### src/rtl/btb_update_ctrl_pkg.sv
// Shared definitions for the BTB update controller.
//   BTB_SIZE / INDEX_W / ADDR_W : default geometry of the branch target buffer
//   state_e                     : controller FSM states (IDLE, FLUSH)
//   btb_wr_t                    : one BTB line write request
package btb_update_ctrl_pkg;

   localparam int unsigned BTB_SIZE = 64;
   localparam int unsigned INDEX_W  = 6;
   localparam int unsigned ADDR_W   = 32;

   typedef enum logic [0:0] {
      ST_IDLE  = 1'b0,
      ST_FLUSH = 1'b1
   } state_e;

   typedef struct packed {
      logic               valid;
      logic               is_jump;
      logic [ADDR_W-1:0]  pc;
      logic [ADDR_W-1:0]  target;
      logic [INDEX_W-1:0] index;
   } btb_wr_t;

endpackage

### src/rtl/btb_update_fifo.sv
// Install queue for ID-stage BTB requests.
// Ports:
//   clk, rst          : clock, asynchronous active-low reset
//   clear_i           : drop every queued entry
//   push_*            : enqueue request (ignored while full, even if popping)
//   pop_i             : remove head entry
//   squash_i/_index_i : mark every entry (and a same-cycle push) whose line
//                       index matches, so it is later popped without a write
//   full_o, empty_o   : occupancy flags from a separate entry count
//   head_*            : head entry fields and its squash bit
module btb_update_fifo
   import btb_update_ctrl_pkg::*;
#(
   parameter int unsigned DEPTH = 4,
   parameter int unsigned AW    = ADDR_W,
   parameter int unsigned IW    = INDEX_W
) (
   input  logic          clk,
   input  logic          rst,
   input  logic          clear_i,
   input  logic          push_i,
   input  logic          push_is_jump_i,
   input  logic [AW-1:0] push_pc_i,
   input  logic [AW-1:0] push_target_i,
   input  logic          pop_i,
   input  logic          squash_i,
   input  logic [IW-1:0] squash_index_i,
   output logic          full_o,
   output logic          empty_o,
   output logic          head_is_jump_o,
   output logic [AW-1:0] head_pc_o,
   output logic [AW-1:0] head_target_o,
   output logic          head_squashed_o
);

   localparam int unsigned PTR_W = $clog2(DEPTH);
   localparam int unsigned CNT_W = $clog2(DEPTH + 1);

   logic [PTR_W-1:0] wr_ptr_q, rd_ptr_q;
   logic [CNT_W-1:0] count_q;
   logic [DEPTH-1:0] squash_q;
   logic [DEPTH-1:0] jump_mem_q;
   logic [AW-1:0]    pc_mem_q     [DEPTH];
   logic [AW-1:0]    target_mem_q [DEPTH];

   logic push_ok, pop_ok, push_squashed;

   assign full_o  = (count_q == CNT_W'(DEPTH));
   assign empty_o = (count_q == '0);

   // Push is judged against the pre-pop count: a full queue never accepts.
   assign push_ok       = push_i && !full_o && !clear_i;
   assign pop_ok        = pop_i && !empty_o && !clear_i;
   assign push_squashed = squash_i && (push_pc_i[IW+1:2] == squash_index_i);

   assign head_is_jump_o  = jump_mem_q[rd_ptr_q];
   assign head_pc_o       = pc_mem_q[rd_ptr_q];
   assign head_target_o   = target_mem_q[rd_ptr_q];
   assign head_squashed_o = squash_q[rd_ptr_q];

   always_ff @(posedge clk or negedge rst) begin
      if (!rst) begin
         wr_ptr_q <= '0;
         rd_ptr_q <= '0;
         count_q  <= '0;
         squash_q <= '0;
      end else if (clear_i) begin
         wr_ptr_q <= '0;
         rd_ptr_q <= '0;
         count_q  <= '0;
         squash_q <= '0;
      end else begin
         // Stale slots may also get marked; a push always rewrites its bit.
         for (int unsigned i = 0; i < DEPTH; i++) begin
            if (squash_i && (pc_mem_q[i][IW+1:2] == squash_index_i)) begin
               squash_q[i] <= 1'b1;
            end
         end
         if (push_ok) begin
            squash_q[wr_ptr_q] <= push_squashed;
            wr_ptr_q           <= wr_ptr_q + 1'b1;
         end
         if (pop_ok) begin
            rd_ptr_q <= rd_ptr_q + 1'b1;
         end
         case ({push_ok, pop_ok})
            2'b10:   count_q <= count_q + CNT_W'(1);
            2'b01:   count_q <= count_q - CNT_W'(1);
            default: count_q <= count_q;
         endcase
      end
   end

   always_ff @(posedge clk) begin
      if (push_ok) begin
         jump_mem_q[wr_ptr_q]   <= push_is_jump_i;
         pc_mem_q[wr_ptr_q]     <= push_pc_i;
         target_mem_q[wr_ptr_q] <= push_target_i;
      end
   end

endmodule

### src/rtl/btb_update_ctrl.sv
// BTB update controller: arbitrates BTB line writes between a whole-table
// flush walk, commit-time corrections and queued ID-stage installs.
// Ports:
//   clk, rst                        : clock, asynchronous active-low reset
//   id_valid/_is_jump/_pc/_target   : ID install request, id_ready accepts
//   cm_valid/_invalidate/_is_jump/
//   cm_pc/_target                   : commit correction, cm_ready accepts
//   flush_req                       : pulse to invalidate the whole BTB
//   flush_busy                      : flush walk in progress
//   btb_we/_index/_valid/_is_jump/
//   btb_pc/_target                  : registered BTB line write port
// Write priority each cycle: flush walk, then commit, then queue head.
module btb_update_ctrl #(
   parameter int unsigned BTB_SIZE = btb_update_ctrl_pkg::BTB_SIZE,
   parameter int unsigned INDEX_W  = btb_update_ctrl_pkg::INDEX_W,
   parameter int unsigned ADDR_W   = btb_update_ctrl_pkg::ADDR_W,
   parameter int unsigned Q_DEPTH  = 4
) (
   input  logic               clk,
   input  logic               rst,
   input  logic               id_valid,
   input  logic               id_is_jump,
   input  logic [ADDR_W-1:0]  id_pc,
   input  logic [ADDR_W-1:0]  id_target,
   output logic               id_ready,
   input  logic               cm_valid,
   input  logic               cm_invalidate,
   input  logic               cm_is_jump,
   input  logic [ADDR_W-1:0]  cm_pc,
   input  logic [ADDR_W-1:0]  cm_target,
   output logic               cm_ready,
   input  logic               flush_req,
   output logic               flush_busy,
   output logic               btb_we,
   output logic [INDEX_W-1:0] btb_index,
   output logic               btb_valid,
   output logic               btb_is_jump,
   output logic [ADDR_W-1:0]  btb_pc,
   output logic [ADDR_W-1:0]  btb_target
);

   import btb_update_ctrl_pkg::*;

   state_e             state_q, state_d;
   logic [INDEX_W-1:0] walk_q, walk_d;
   logic               we_q, we_d;
   btb_wr_t            wr_q, wr_d;

   logic               cm_accept, id_accept, bypass;
   logic               q_push, q_pop, q_clear;
   logic               q_full, q_empty, q_head_jump, q_head_squashed;
   logic [ADDR_W-1:0]  q_head_pc, q_head_target;
   logic [INDEX_W-1:0] cm_index, walk_index;

   assign cm_index = cm_pc[INDEX_W+1:2];

   // rst gating keeps both readies low while reset is held.
   assign cm_ready   = rst && (state_q == ST_IDLE) && !flush_req;
   assign id_ready   = cm_ready && !q_full;
   assign flush_busy = (state_q == ST_FLUSH);

   assign cm_accept = cm_valid && cm_ready;
   assign id_accept = id_valid && id_ready;

   // An install into an empty queue with the write port free goes straight
   // to the write register; order is unaffected since nothing is queued.
   assign bypass = id_accept && !cm_accept && q_empty;
   assign q_push = id_accept && !bypass;

   always_comb begin
      state_d    = state_q;
      walk_d     = walk_q;
      we_d       = 1'b0;
      wr_d       = '0;
      q_pop      = 1'b0;
      q_clear    = 1'b0;
      walk_index = flush_req ? '0 : walk_q;
      case (state_q)
         ST_IDLE: begin
            if (flush_req) begin
               state_d = ST_FLUSH;
               walk_d  = '0;
               q_clear = 1'b1;
            end else if (cm_accept) begin
               we_d         = 1'b1;
               wr_d.valid   = !cm_invalidate;
               wr_d.is_jump = cm_is_jump;
               wr_d.pc      = cm_pc;
               wr_d.target  = cm_target;
               wr_d.index   = cm_index;
            end else if (!q_empty) begin
               // Squashed heads still take this cycle, just without a write.
               q_pop = 1'b1;
               if (!q_head_squashed) begin
                  we_d         = 1'b1;
                  wr_d.valid   = 1'b1;
                  wr_d.is_jump = q_head_jump;
                  wr_d.pc      = q_head_pc;
                  wr_d.target  = q_head_target;
                  wr_d.index   = q_head_pc[INDEX_W+1:2];
               end
            end else if (bypass) begin
               we_d         = 1'b1;
               wr_d.valid   = 1'b1;
               wr_d.is_jump = id_is_jump;
               wr_d.pc      = id_pc;
               wr_d.target  = id_target;
               wr_d.index   = id_pc[INDEX_W+1:2];
            end
         end
         ST_FLUSH: begin
            // A repeated flush_req restarts the walk with this cycle's write.
            we_d       = 1'b1;
            wr_d.index = walk_index;
            walk_d     = walk_index + 1'b1;
            q_clear    = flush_req;
            if ((walk_index == INDEX_W'(BTB_SIZE - 1)) && !flush_req) begin
               state_d = ST_IDLE;
            end
         end
         default: state_d = ST_IDLE;
      endcase
   end

   always_ff @(posedge clk or negedge rst) begin
      if (!rst) begin
         state_q <= ST_IDLE;
         walk_q  <= '0;
         we_q    <= 1'b0;
         wr_q    <= '0;
      end else begin
         state_q <= state_d;
         walk_q  <= walk_d;
         we_q    <= we_d;
         wr_q    <= wr_d;
      end
   end

   assign btb_we      = we_q;
   assign btb_index   = wr_q.index;
   assign btb_valid   = wr_q.valid;
   assign btb_is_jump = wr_q.is_jump;
   assign btb_pc      = wr_q.pc;
   assign btb_target  = wr_q.target;

   btb_update_fifo #(
      .DEPTH (Q_DEPTH),
      .AW    (ADDR_W),
      .IW    (INDEX_W)
   ) u_fifo (
      .clk             (clk),
      .rst             (rst),
      .clear_i         (q_clear),
      .push_i          (q_push),
      .push_is_jump_i  (id_is_jump),
      .push_pc_i       (id_pc),
      .push_target_i   (id_target),
      .pop_i           (q_pop),
      .squash_i        (cm_accept),
      .squash_index_i  (cm_index),
      .full_o          (q_full),
      .empty_o         (q_empty),
      .head_is_jump_o  (q_head_jump),
      .head_pc_o       (q_head_pc),
      .head_target_o   (q_head_target),
      .head_squashed_o (q_head_squashed)
   );

endmodule

### config.mk
export PLATFORM = sky130hd
export DESIGN_NAME = btb_update_ctrl
export DESIGN_NICKNAME = d
export VERILOG_FILES = /design/src/rtl/btb_update_ctrl_pkg.sv /design/src/rtl/btb_update_fifo.sv /design/src/rtl/btb_update_ctrl.sv
export SDC_FILE = /design/constraint.sdc
export NUM_CORES = 1
export LEC_CHECK = 0
export BUFFER_PORTS_ARGS = -buffer_cell sky130_fd_sc_hd__buf_2
export CORE_ASPECT_RATIO = 1.2
export CORE_MARGIN = 1
export CORE_UTILIZATION = 51
export DETAILED_ROUTE_END_ITERATION = 7
export GPL_ROUTABILITY_DRIVEN = 1
export GPL_TIMING_DRIVEN = 0
export PLACE_DENSITY = 0.76
export SLEW_MARGIN = 20
export SYNTH_ARGS = -nofsm -noshare
export SYNTH_HDL_FRONTEND = slang
export SYNTH_SLANG_ARGS = --single-unit
export TNS_END_PERCENT = 1
### constraint.sdc
create_clock -name clk -period 3.3 [get_ports clk]
set_input_delay 0.66 -clock clk [delete_from_list [all_inputs] [get_ports clk]]
set_output_delay 0.66 -clock clk [all_outputs]
set_load 0.005 [all_outputs]
Word-level counts from Yosys, hierarchy flattened

Memories as Yosys holds them, arrays and structs flattened.
Index checks and enable logic that the tools add are counted.

Memory bits (writable): 256
Memories kept: 2
Flip-flop bits (word level): 95
Logic and storage cells: 112
Output and inout bits: 76
Input port bits: 136

Multiplexer cells: 49
$lt $le $gt $ge: 3
Reductions and logical operators: 30
Equal/unequal tests: 9
Bitwise logic cells: 1
$add $sub $neg: 5

Memory list:

| memory              | words | width | read ports | clocked after memory_dff | wr ports | line                  | text |
|---|---|---|---|---|---|---|---|
| u_fifo.pc_mem_q     | 4     | 32    | 5          | 0                        | 1        | btb_update_fifo.sv:43 | `logic [AW-1:0] pc_mem_q [DEPTH];` |
| u_fifo.target_mem_q | 4     | 32    | 1          | 0                        | 1        | btb_update_fifo.sv:44 | `logic [AW-1:0] target_mem_q [DEPTH];` |

Operator list:

| operator              | count |
|---|---|
| $mux W72              | 5 |
| $mux W66              | 1 |
| $eq A6 B6 Y1          | 5 |
| $mux W1               | 24 |
| $pmux W6 S2           | 2 |
| $logic_and A1 B1 Y1   | 19 |
| $bwmux W4             | 2 |
| $mux W2               | 4 |
| $mux W4               | 2 |
| $logic_not A1 Y1      | 7 |
| $add A6 B1 Y6 const B | 1 |
| $eq A6 B6 Y1 const B  | 1 |
| $lt A2 B3 Y1 const B  | 2 |
| $mux W6               | 1 |
| $pmux W1 S2           | 3 |
| $pmux W3 S2           | 1 |
| $add A2 B1 Y2 const B | 2 |
| $bmux W1 S2           | 2 |
| $reduce_bool A2 Y1    | 2 |
| $add A3 B1 Y3 const B | 1 |
| $eq A3 B3 Y1 const B  | 1 |
| $logic_not A3 Y1      | 1 |
| $mux W3               | 1 |
| $reduce_bool A3 Y1    | 1 |
| 6 further kinds       | 6 |

Logic depth before layout (Yosys ltp)

Gate-level depths: netlist of run 1.

Depth in word-level cells: 14
Gate-level depth with buffers: 8
Gate-level depth less buffers: 7

By module

Synthesis of run 1 repeated with hierarchy kept, for this count alone.

Cells, all modules: 925
Area, all modules: 14936.8 µm²

Modules (own cells, without submodules):

| module          | cells each | area an instance (µm²) | seq. area each (µm²) | times used |
|---|---|---|---|---|
| btb_update_fifo | 473        | 10602.7                | 8082.8               | 1 |
| btb_update_ctrl | 452        | 4334.2                 | 2001.9               | 1 |

Least setup slack after synthesis of run 1

No wires, ideal clock.

Path type: input to register
Start: input port flush_req
End: register u_fifo.squash_q[0]
Buffers on the path: 1
Data arrival time: 3417 ps
Data required time: 3172 ps
Setup slack: -245 ps
Setup time: 128 ps
Cell stages on the path: 6
Cell sequence: nand4bb_1 -> a211oi_1 -> clkbuf_1 -> and2_1 -> a21oi_1 -> o31a_1

Word-level cells in the longest chain between the ends: 12
Elaborated cells on any way between the ends: 22
Classes of those cells: mux (7); reduce/logical (15)

Ends and longest elaborated chain:

| what                                                           | line                                         | text |
|---|---|---|
| start, declared                                                | btb_update_ctrl.sv:32                        | `input logic flush_req,` |
| $logic_not A1 Y1                                               | btb_update_ctrl.sv:58                        | `assign cm_ready = rst && (state_q == ST_IDLE) && !flush_req;` |
| $logic_and A1 B1 Y1                                            | btb_update_ctrl.sv:58                        |  |
| $logic_and A1 B1 Y1, on equally long branches                  | btb_update_ctrl.sv:59, btb_update_ctrl.sv:62 |  |
| $logic_and A1 B1 Y1 / $logic_not A1 Y1 (equally long branches) | btb_update_ctrl.sv:63, btb_update_ctrl.sv:67 |  |
| $logic_and A1 B1 Y1 (2 in series)                              | btb_update_ctrl.sv:67                        | `assign bypass = id_accept && !cm_accept && q_empty;` |
| $logic_not A1 Y1                                               | btb_update_ctrl.sv:68                        | `assign q_push = id_accept && !bypass;` |
| $logic_and A1 B1 Y1                                            | btb_update_ctrl.sv:68                        |  |
| $logic_and A1 B1 Y1 (2 in series)                              | btb_update_fifo.sv:52                        | `assign push_ok = push_i && !full_o && !clear_i;` |
| $mux W4                                                        | btb_update_fifo.sv:79                        | `if (push_ok) begin` |
| $mux W4 *                                                      | btb_update_fifo.sv:67                        | `end else if (clear_i) begin` |
| end signal, assigned by index                                  | btb_update_fifo.sv:80                        | `squash_q[wr_ptr_q] <= push_squashed;` |
| end, declared                                                  | btb_update_fifo.sv:41                        | `logic [DEPTH-1:0] squash_q;` |

Mark *: on every way between the ends. The rest lies on a longest branch, timed or not. The select of a mux whose other input is x is not followed.
A chain may end at the register's enable or synchronous reset.

Worst setup path after layout of run 1

Start: register state_q (netlist: flush_busy)
End: output port id_ready

Word-level cells in the longest chain between the ends: 4

Ends and longest elaborated chain:

| what                              | line                   | text |
|---|---|---|
| start, declared                   | btb_update_ctrl.sv:44  | `state_e state_q, state_d;` |
| start signal, assigned            | btb_update_ctrl.sv:132 | `state_q <= state_d;` |
| $not A1 Y1                        | n/a                    |  |
| $logic_and A1 B1 Y1 (2 in series) | btb_update_ctrl.sv:58  |  |
| $logic_and A1 B1 Y1               | btb_update_ctrl.sv:59  | `assign id_ready = cm_ready && !q_full;` |
| end, declared                     | btb_update_ctrl.sv:25  | `output logic id_ready,` |

Every way passes these cells.

==> metrics, run 1 <==
DR pass1 iterations 5; Worst setup SP type flip-flop; critical path class reg2out; required time of the critical path 2640 ps; Adder-Cell Fraction of Synth Area 0.5894%; Worst Path Max Fanout 10; met2 usage about two fifths; first-pass GRT wire length slightly below 50000 um; Port Buf Inserts 205; slowest stage cell, crit path clkbuf_1; Initial Util 51.72%; TritonCTS clock tree done; design area around 17000 um2; fmax 0.3343 GHz; vias in the first global route between 8000 and 9000; Least-Margin Pin Slew 738.0 ps; H-tree levels 2; DIE WIDTH between 150 and 200 um; Slew Limit Fails 0; met3 usage 4.102%; #FFs+latches synth between 300 and 400; post-synth cell types 43; initial antenna violation count 5; Pleak approximately 6.1 nW; Synth Area in Compound Gates under 10%; setup TNS 0 ps; family with the most delay on the worst path simple AND/OR/NAND/NOR gates; Root Buffer clkbuf_16; cell type with the largest total area after synthesis edfxtp_1; core area ~27000 um2; GP Congestion slightly above 0.8; CP cell instances nor2_1 > clkbuf_1 > and2_1 > nor2b_1 > buf_2; max_cap viols 0; # rows 66; main combinational cell family by area after synthesis multiplexers; Vias/cell around 5.8; commonest non-fill, non-tap cell in the layout edfxtp_1; Non-Filler Instances 1426; grt peak-use layer met2; Seq/Total Area, Yosys a little under three quarters; layout cells sized above 1 between 30% and 40%; Post-synth EDFFs 260; HP Class in2async; grt total ovfl 0; P&R area growth vs syn 19.91%; maximum VDD drop roughly 0.47 mV; Detail Route Antenna Nets 0; mapped cell area 14010 um2; WP buf/inv 2; final WL 31950 um; cell area power density between 500 and 600 nW/um2; post-synthesis simple-gate area fraction under 10%; FILL cells around 2000; pin count of the biggest net entering global routing 65; CTS buffer count 37; worst skew pair latency between 500 and 600 ps; xor and xnor area share after synthesis ~2.4%; Slew HR around half; ys async rst share 25.93%; CTS clock-pin slew for the worst setup and hold paths roughly 60 ps; min Tclk post-route 2992 ps; met1 usage about 30%; core occupancy in the finished layout 62.02%; wire per inst roughly 22 um; post-synthesis mux area share a little over a tenth; Setup violations, final 0; RSZ-0062 raised after global routing no; critical path endpoint category primary output; fin crit share 90.66%; mean post-synth cell area 17.42 um2; crit path DAT 2330 ps; DP HPWL between 20000 and 25000 um; clk buf depth 3; status finished, final reports clean; placed inst area around 16000 um2; Synthesis Warnings 0; biggest cell delay along the critical path about 560 ps; syn nets 946; Final Hold Vio Count 0; clk_skew around 18 ps; GRT Total Usage 23.14%; DRC violations left 0; Synth Flop Type edfxtp_1; most frequent cells in the layout edfxtp_1 (260), buf_2 (223), dfrtp_1 (91); placed insts 1354; clock sink count around 350; Top Ports about 210; die area around 28000 um2; synth top area cells edfxtp_1 (56%), dfrtp_1 (16%), mux4_2 (11%), a22oi_1 (2.7%), a21oi_1 (2.4%); Yosys top cell area share between 50% and 60%; Synth Instances ~800; number of nets in the layout 1195; Die Y-Extent 183.6 um; DR vias between 8000 and 9000; initial detailed-routing violation count ~560
## per-layer routing
| layer | routed length, um | vias up |
|---|---|---|
| li1 | - | 3698 |
| met1 | 13310 | 4206 |
| met2 | 16000 | 317 |
| met3 | 1788 | 58 |
| met4 | 840 | 2 |
| met5 | 12 | - |
## Yosys cell counts (6+ instances only)
| cell | number |
|---|---|
| edfxtp_1 | 260 |
| dfrtp_1 | 91 |
| a21oi_1 | 67 |
| mux4_2 | 66 |
| o21ai_0 | 66 |
| a22oi_1 | 50 |
| clkbuf_1 | 35 |
| xnor2_1 | 21 |
| buf_2 | 19 |
| xor2_1 | 17 |
| nand2_1 | 11 |
| nor2_1 | 10 |
| a21oi_2 | 9 |
| a22oi_2 | 9 |
| a21o_1 | 8 |
| and2_1 | 6 |
| nand4_1 | 6 |
## timing repair
item                                    CTS  global route
endpoints found under the setup margin    0            62
buffers inserted                          0             0
hold buffers                              0             0
hold endpoints to repair                  0             0
gates resized for setup                   0             2
## stage by stage
stage                     setup slack [ps]  power [mW]  hold slack (ps)
after detailed placement            -353.3       5.060            493.9
after global placement               -3642       5.047            484.2
after CTS                            177.0       8.988            47.99
after floorplan                     -244.8       4.895            364.4
final                                308.2       8.926            40.04
after global routing                 62.82       9.178            58.76
## power breakdown
group          switching (mW)  total [mW]  leakage, nW  internal [mW]
Sequential            0.00301        4.76         3.59           4.75
Combinational           0.125       0.211         1.91         0.0855
Clock                    1.61        3.96        0.577           2.35
Total                    1.74        8.93         6.08           7.19
## cell families (layout without fill, tap and decap cells)
group	Yosys count	count (layout)
flip-flops	351	351
AO/OA/AOI/OAI	217	217
multiplexers	69	69
buffers and inverters	62	339
AND/OR/NAND/NOR	61	61
XOR/XNOR	38	38
adder cells (fa/ha/maj)	6	6
other	0	5
## sequential cells by signal, indices dropped and copies added, names as in the netlist, 2 cells and up
signal               flops
u_fifo.count_q           3
u_fifo.squash_q          4
btb_index                6
u_fifo.rd_ptr_q          2
btb_target              32
u_fifo.target_mem_q    128
u_fifo.pc_mem_q        128
u_fifo.jump_mem_q        4
walk_q                   6
u_fifo.wr_ptr_q          2
btb_pc                  32
## worst paths after layout
kind                                              start                            end  slack (ps)  cells after the start
setup reg to reg                   flush_busy$_DFF_PN0_  u_fifo.count_q[2]$_DFFE_PN0P_         690                      8
setup / recovery                   flush_busy$_DFF_PN0_                       id_ready         310                      5
max in group asynchronous                           rst            btb_pc[1]$_DFF_PN0_        2630                      2
min in group clk                          cm_invalidate            btb_valid$_DFF_PN0_         380                      2
hold reg to reg            u_fifo.squash_q[3]$_DFF_PN0_   u_fifo.squash_q[3]$_DFF_PN0_         510                      1
hold / removal                                      rst       btb_target[14]$_DFF_PN0_          40                      1
## worst reg2reg max path, stage by stage (launching register included)
cell,delay (ps)
dfrtp_1,420
nand4bb_1,330
a211oi_1,380
clkbuf_2,280
nor2_1,80
fa_1,380
or3_1,390
a21o_1,170
a21oi_1,110
## area by class of cell
class	count	area, um2	share of cell area [%]
clock buffer	51	1030	6.130
inverter	2	7.507	0.04469
multi-input combinational	391	3660	21.79
buffer	60	269.0	1.601
tap	340	425.4	2.532
sequential	351	10080	60.03
antenna	5	12.51	0.07448
clock inverter	16	140.1	0.8342
timing repair buffer	210	1170	6.964
No activity file was read; power rests on OpenSTA's default activity.
==> run 2, diff against run 1 <==
--- a/config.mk
+++ b/config.mk
@@ -6,13 +6,15 @@
 export NUM_CORES = 1
 export LEC_CHECK = 0
 export BUFFER_PORTS_ARGS = -buffer_cell sky130_fd_sc_hd__buf_2
+export CELL_PAD_IN_SITES_DETAIL_PLACEMENT = 2
+export CELL_PAD_IN_SITES_GLOBAL_PLACEMENT = 2
 export CORE_ASPECT_RATIO = 1.2
 export CORE_MARGIN = 1
-export CORE_UTILIZATION = 51
+export CORE_UTILIZATION = 41
 export DETAILED_ROUTE_END_ITERATION = 7
 export GPL_ROUTABILITY_DRIVEN = 1
 export GPL_TIMING_DRIVEN = 0
-export PLACE_DENSITY = 0.76
+export PLACE_DENSITY = 0.79
 export SLEW_MARGIN = 20
 export SYNTH_ARGS = -nofsm -noshare
 export SYNTH_HDL_FRONTEND = slang
==> constraint.sdc (replaced) <==
create_clock -name clk -period 3.27 [get_ports clk]
set_input_delay 0.654 -clock clk [delete_from_list [all_inputs] [get_ports clk]]
set_output_delay 0.654 -clock clk [all_outputs]
set_load 0.005 [all_outputs]
==> metrics, run 2 (same netlist as run 1, synthesis figures left out) <==
DR vias 8569 (+3.5%); GRT Total Usage 24.36% (+1.2 points); RSZ-0062 raised after global routing no; TritonCTS clock tree done; Pint 7.437 mW (+3.5%); layout cells sized above 1 35.20% (+0.050 points); FILL cells 3124 (+57%); P&R area growth vs syn 21.77%; clock sink count 351 (unchanged); Vias/cell 5.553 (-4.4%); CTS buffer count 38 (+2.7%); Detail Route Antenna Nets 0 (unchanged); clk_skew 17.00 ps (-1.054 ps); Net Sw Frac 20.29% (+0.81 points); net switching power 1.893 mW (+8.9%); die area 34920 um2 (+24%); first-pass GRT wire length 61720 um (+26%); DP HPWL 27260 um (+31%); status finished, final reports clean; fmax between 0.3 and 0.4 GHz; commonest non-fill, non-tap cell in the layout edfxtp_1; Comb pwr share 2.5% (about the same); fin crit share 96.39%; critical path endpoint category primary output; largest registers u_fifo.pc_mem_q (128), u_fifo.target_mem_q (128); HP Class in2async; Initial Util 41.91% (-9.8 points); clk buf depth 3 (unchanged); Setup violations, final 0 (unchanged); cell area power density 546.9 nW/um2 (+2.9%); final WL 41270 um (+29%); most frequent cells in the layout edfxtp_1 (260), buf_2 (223), dfrtp_1 (91); Worst Path Max Fanout 10 (unchanged); Die Y-Extent 204.5 um (+11%); FF-to-FF End u_fifo.count_q[2]$_DFFE_PN0P_; vias in the first global route 9782 (+12%); setup TNS 0 ps (unchanged); Seq pwr share 51.5% (-1.8 points); GP Congestion 0.7915 (-4.3%); flop2flop setup slack 300 ps (-390 ps); grt total ovfl 0 (unchanged); max_cap viols 0 (unchanged); initial detailed-routing violation count 476 (-15%); Slew HR 42.81% (-8.0 points); Final WS setup 118.0 ps (-190.3 ps); Pleak 6.135 nW (+0.98%); Worst setup SP type flip-flop; Final Hold Vio Count 0 (unchanged); Root Buffer clkbuf_16; Slew Limit Fails 0 (unchanged); Resized cells post-CTS 0 (unchanged); CTS Hold Bufs 4 (+4); critical path class reg2out; maximum VDD drop 0.2903 mV (-39%); H-tree levels 2 (unchanged); DRC violations left 0 (unchanged); CTS clock-pin slew for the worst setup and hold paths 60 ps (about the same); core occupancy in the finished layout 51.03% (-11 points); reg2reg start flush_busy$_DFF_PN0_; required time of the critical path 2620 ps (-20 ps); worst hold slack 88.44 ps (+48.40 ps); DIE WIDTH 170.7 um (+11%); Least-Margin Pin Slew 857.9 ps (+119.9 ps); # rows 73 (+11%); clock group share of total power 46.0% (+1.7 points); pin count of the biggest net entering global routing 66 (+1.5%); worst skew pair latency 540 ps (+30 ps); crit path DAT 2500 ps (+170 ps); post-place setup slack -546.1 ps (-192.8 ps); Post-CTS Repair Setup Buffers 0 (unchanged); Worst Reg-to-Reg Cells 8 (unchanged); Top Ports 212 (unchanged); wire per inst 26.75 um (+19%); DR pass1 iterations 5 (unchanged); Port Buf Inserts 205 (unchanged); min Tclk post-route 3152 ps; number of nets in the layout 1200 (+0.42%); initial antenna violation count 13 (+8); core area 33430 um2 (+23%); overall power 9.330 mW (+4.5%)
[run 2: cell count changes in the layout (fill, tap and decap cells not counted), moves of 2 or more]
cell and change:
clkbuf_1 +3, clkbuf_16 +3, dlygate4sd3_1 +3, clkinv_1 -2
[run 2: power groups by stage]
stage / registers [mW] / logic, mW / clock network, mW
after floorplan: 4.89 / 0.0454 / 0
after global placement: 4.89 / 0.204 / 0
after detailed placement: 4.89 / 0.227 / 0
after CTS: 4.80 / 0.237 / 4.38
after global routing: 4.80 / 0.255 / 4.53
final: 4.80 / 0.233 / 4.30
[run 2: metrics by stage]
step	cell area [um2]	instances
3_5_place_dp	15750	1464
4_1_cts	17050	1538
6_report	17060	1543
2_1_floorplan	14010	804
3_3_place_gp	15600	1459
5_1_grt	17060	1543
[run 2: worst max path at each step]
stage | slack (ps) | cells past startpoint | endpoint | from
final | 120 | 5 | id_ready | flush_busy$_DFF_PN0_
after global routing | 10 | 10 | u_fifo.count_q[2]$_DFFE_PN0P_ | rst
after CTS | 110 | 5 | id_ready | flush_busy$_DFF_PN0_
after detailed placement | -550 | 9 | u_fifo.squash_q[0]$_DFF_PN0_ | rst
after global placement | -4030 | 7 | u_fifo.squash_q[3]$_DFF_PN0_ | rst
after floorplan | -270 | 6 | u_fifo.squash_q[3]$_DFF_PN0_ | flush_req
[run 2: area by class of cell]
cell class              count  area, um2  area share, %
plain buffers              60      267.8          1.570
clock buffers              57       1126          6.601
well taps                 450      563.0          3.301
clock inverters            13      117.6         0.6895
flip-flops and latches    351      10080          59.12
diodes                      5      12.51        0.07335
inverters                   2      7.507        0.04401
repair buffers            214       1220          7.151
multi-input cells         391       3660          21.45
[run 2: worst max-delay path, stage by stage, from the launching register on]
cell      delay, ps
dfrtp_1         430
nor2_1          330
clkbuf_1        700
and2_1          250
nor2b_1         130
buf_2           120
[run 2: per-layer routing]
| layer | track usage (%) | up-vias | share of wire [%] |
|---|---|---|---|
| li1 | - | 3708 | - |
| met1 | 29.43 | 4506 | 39 |
| met2 | 43.29 | 257 | 53 |
| met3 | 4.598 | 82 | 4.9 |
| met4 | 8.559 | 16 | 2.5 |
| met5 | 0 | - | 0.27 |
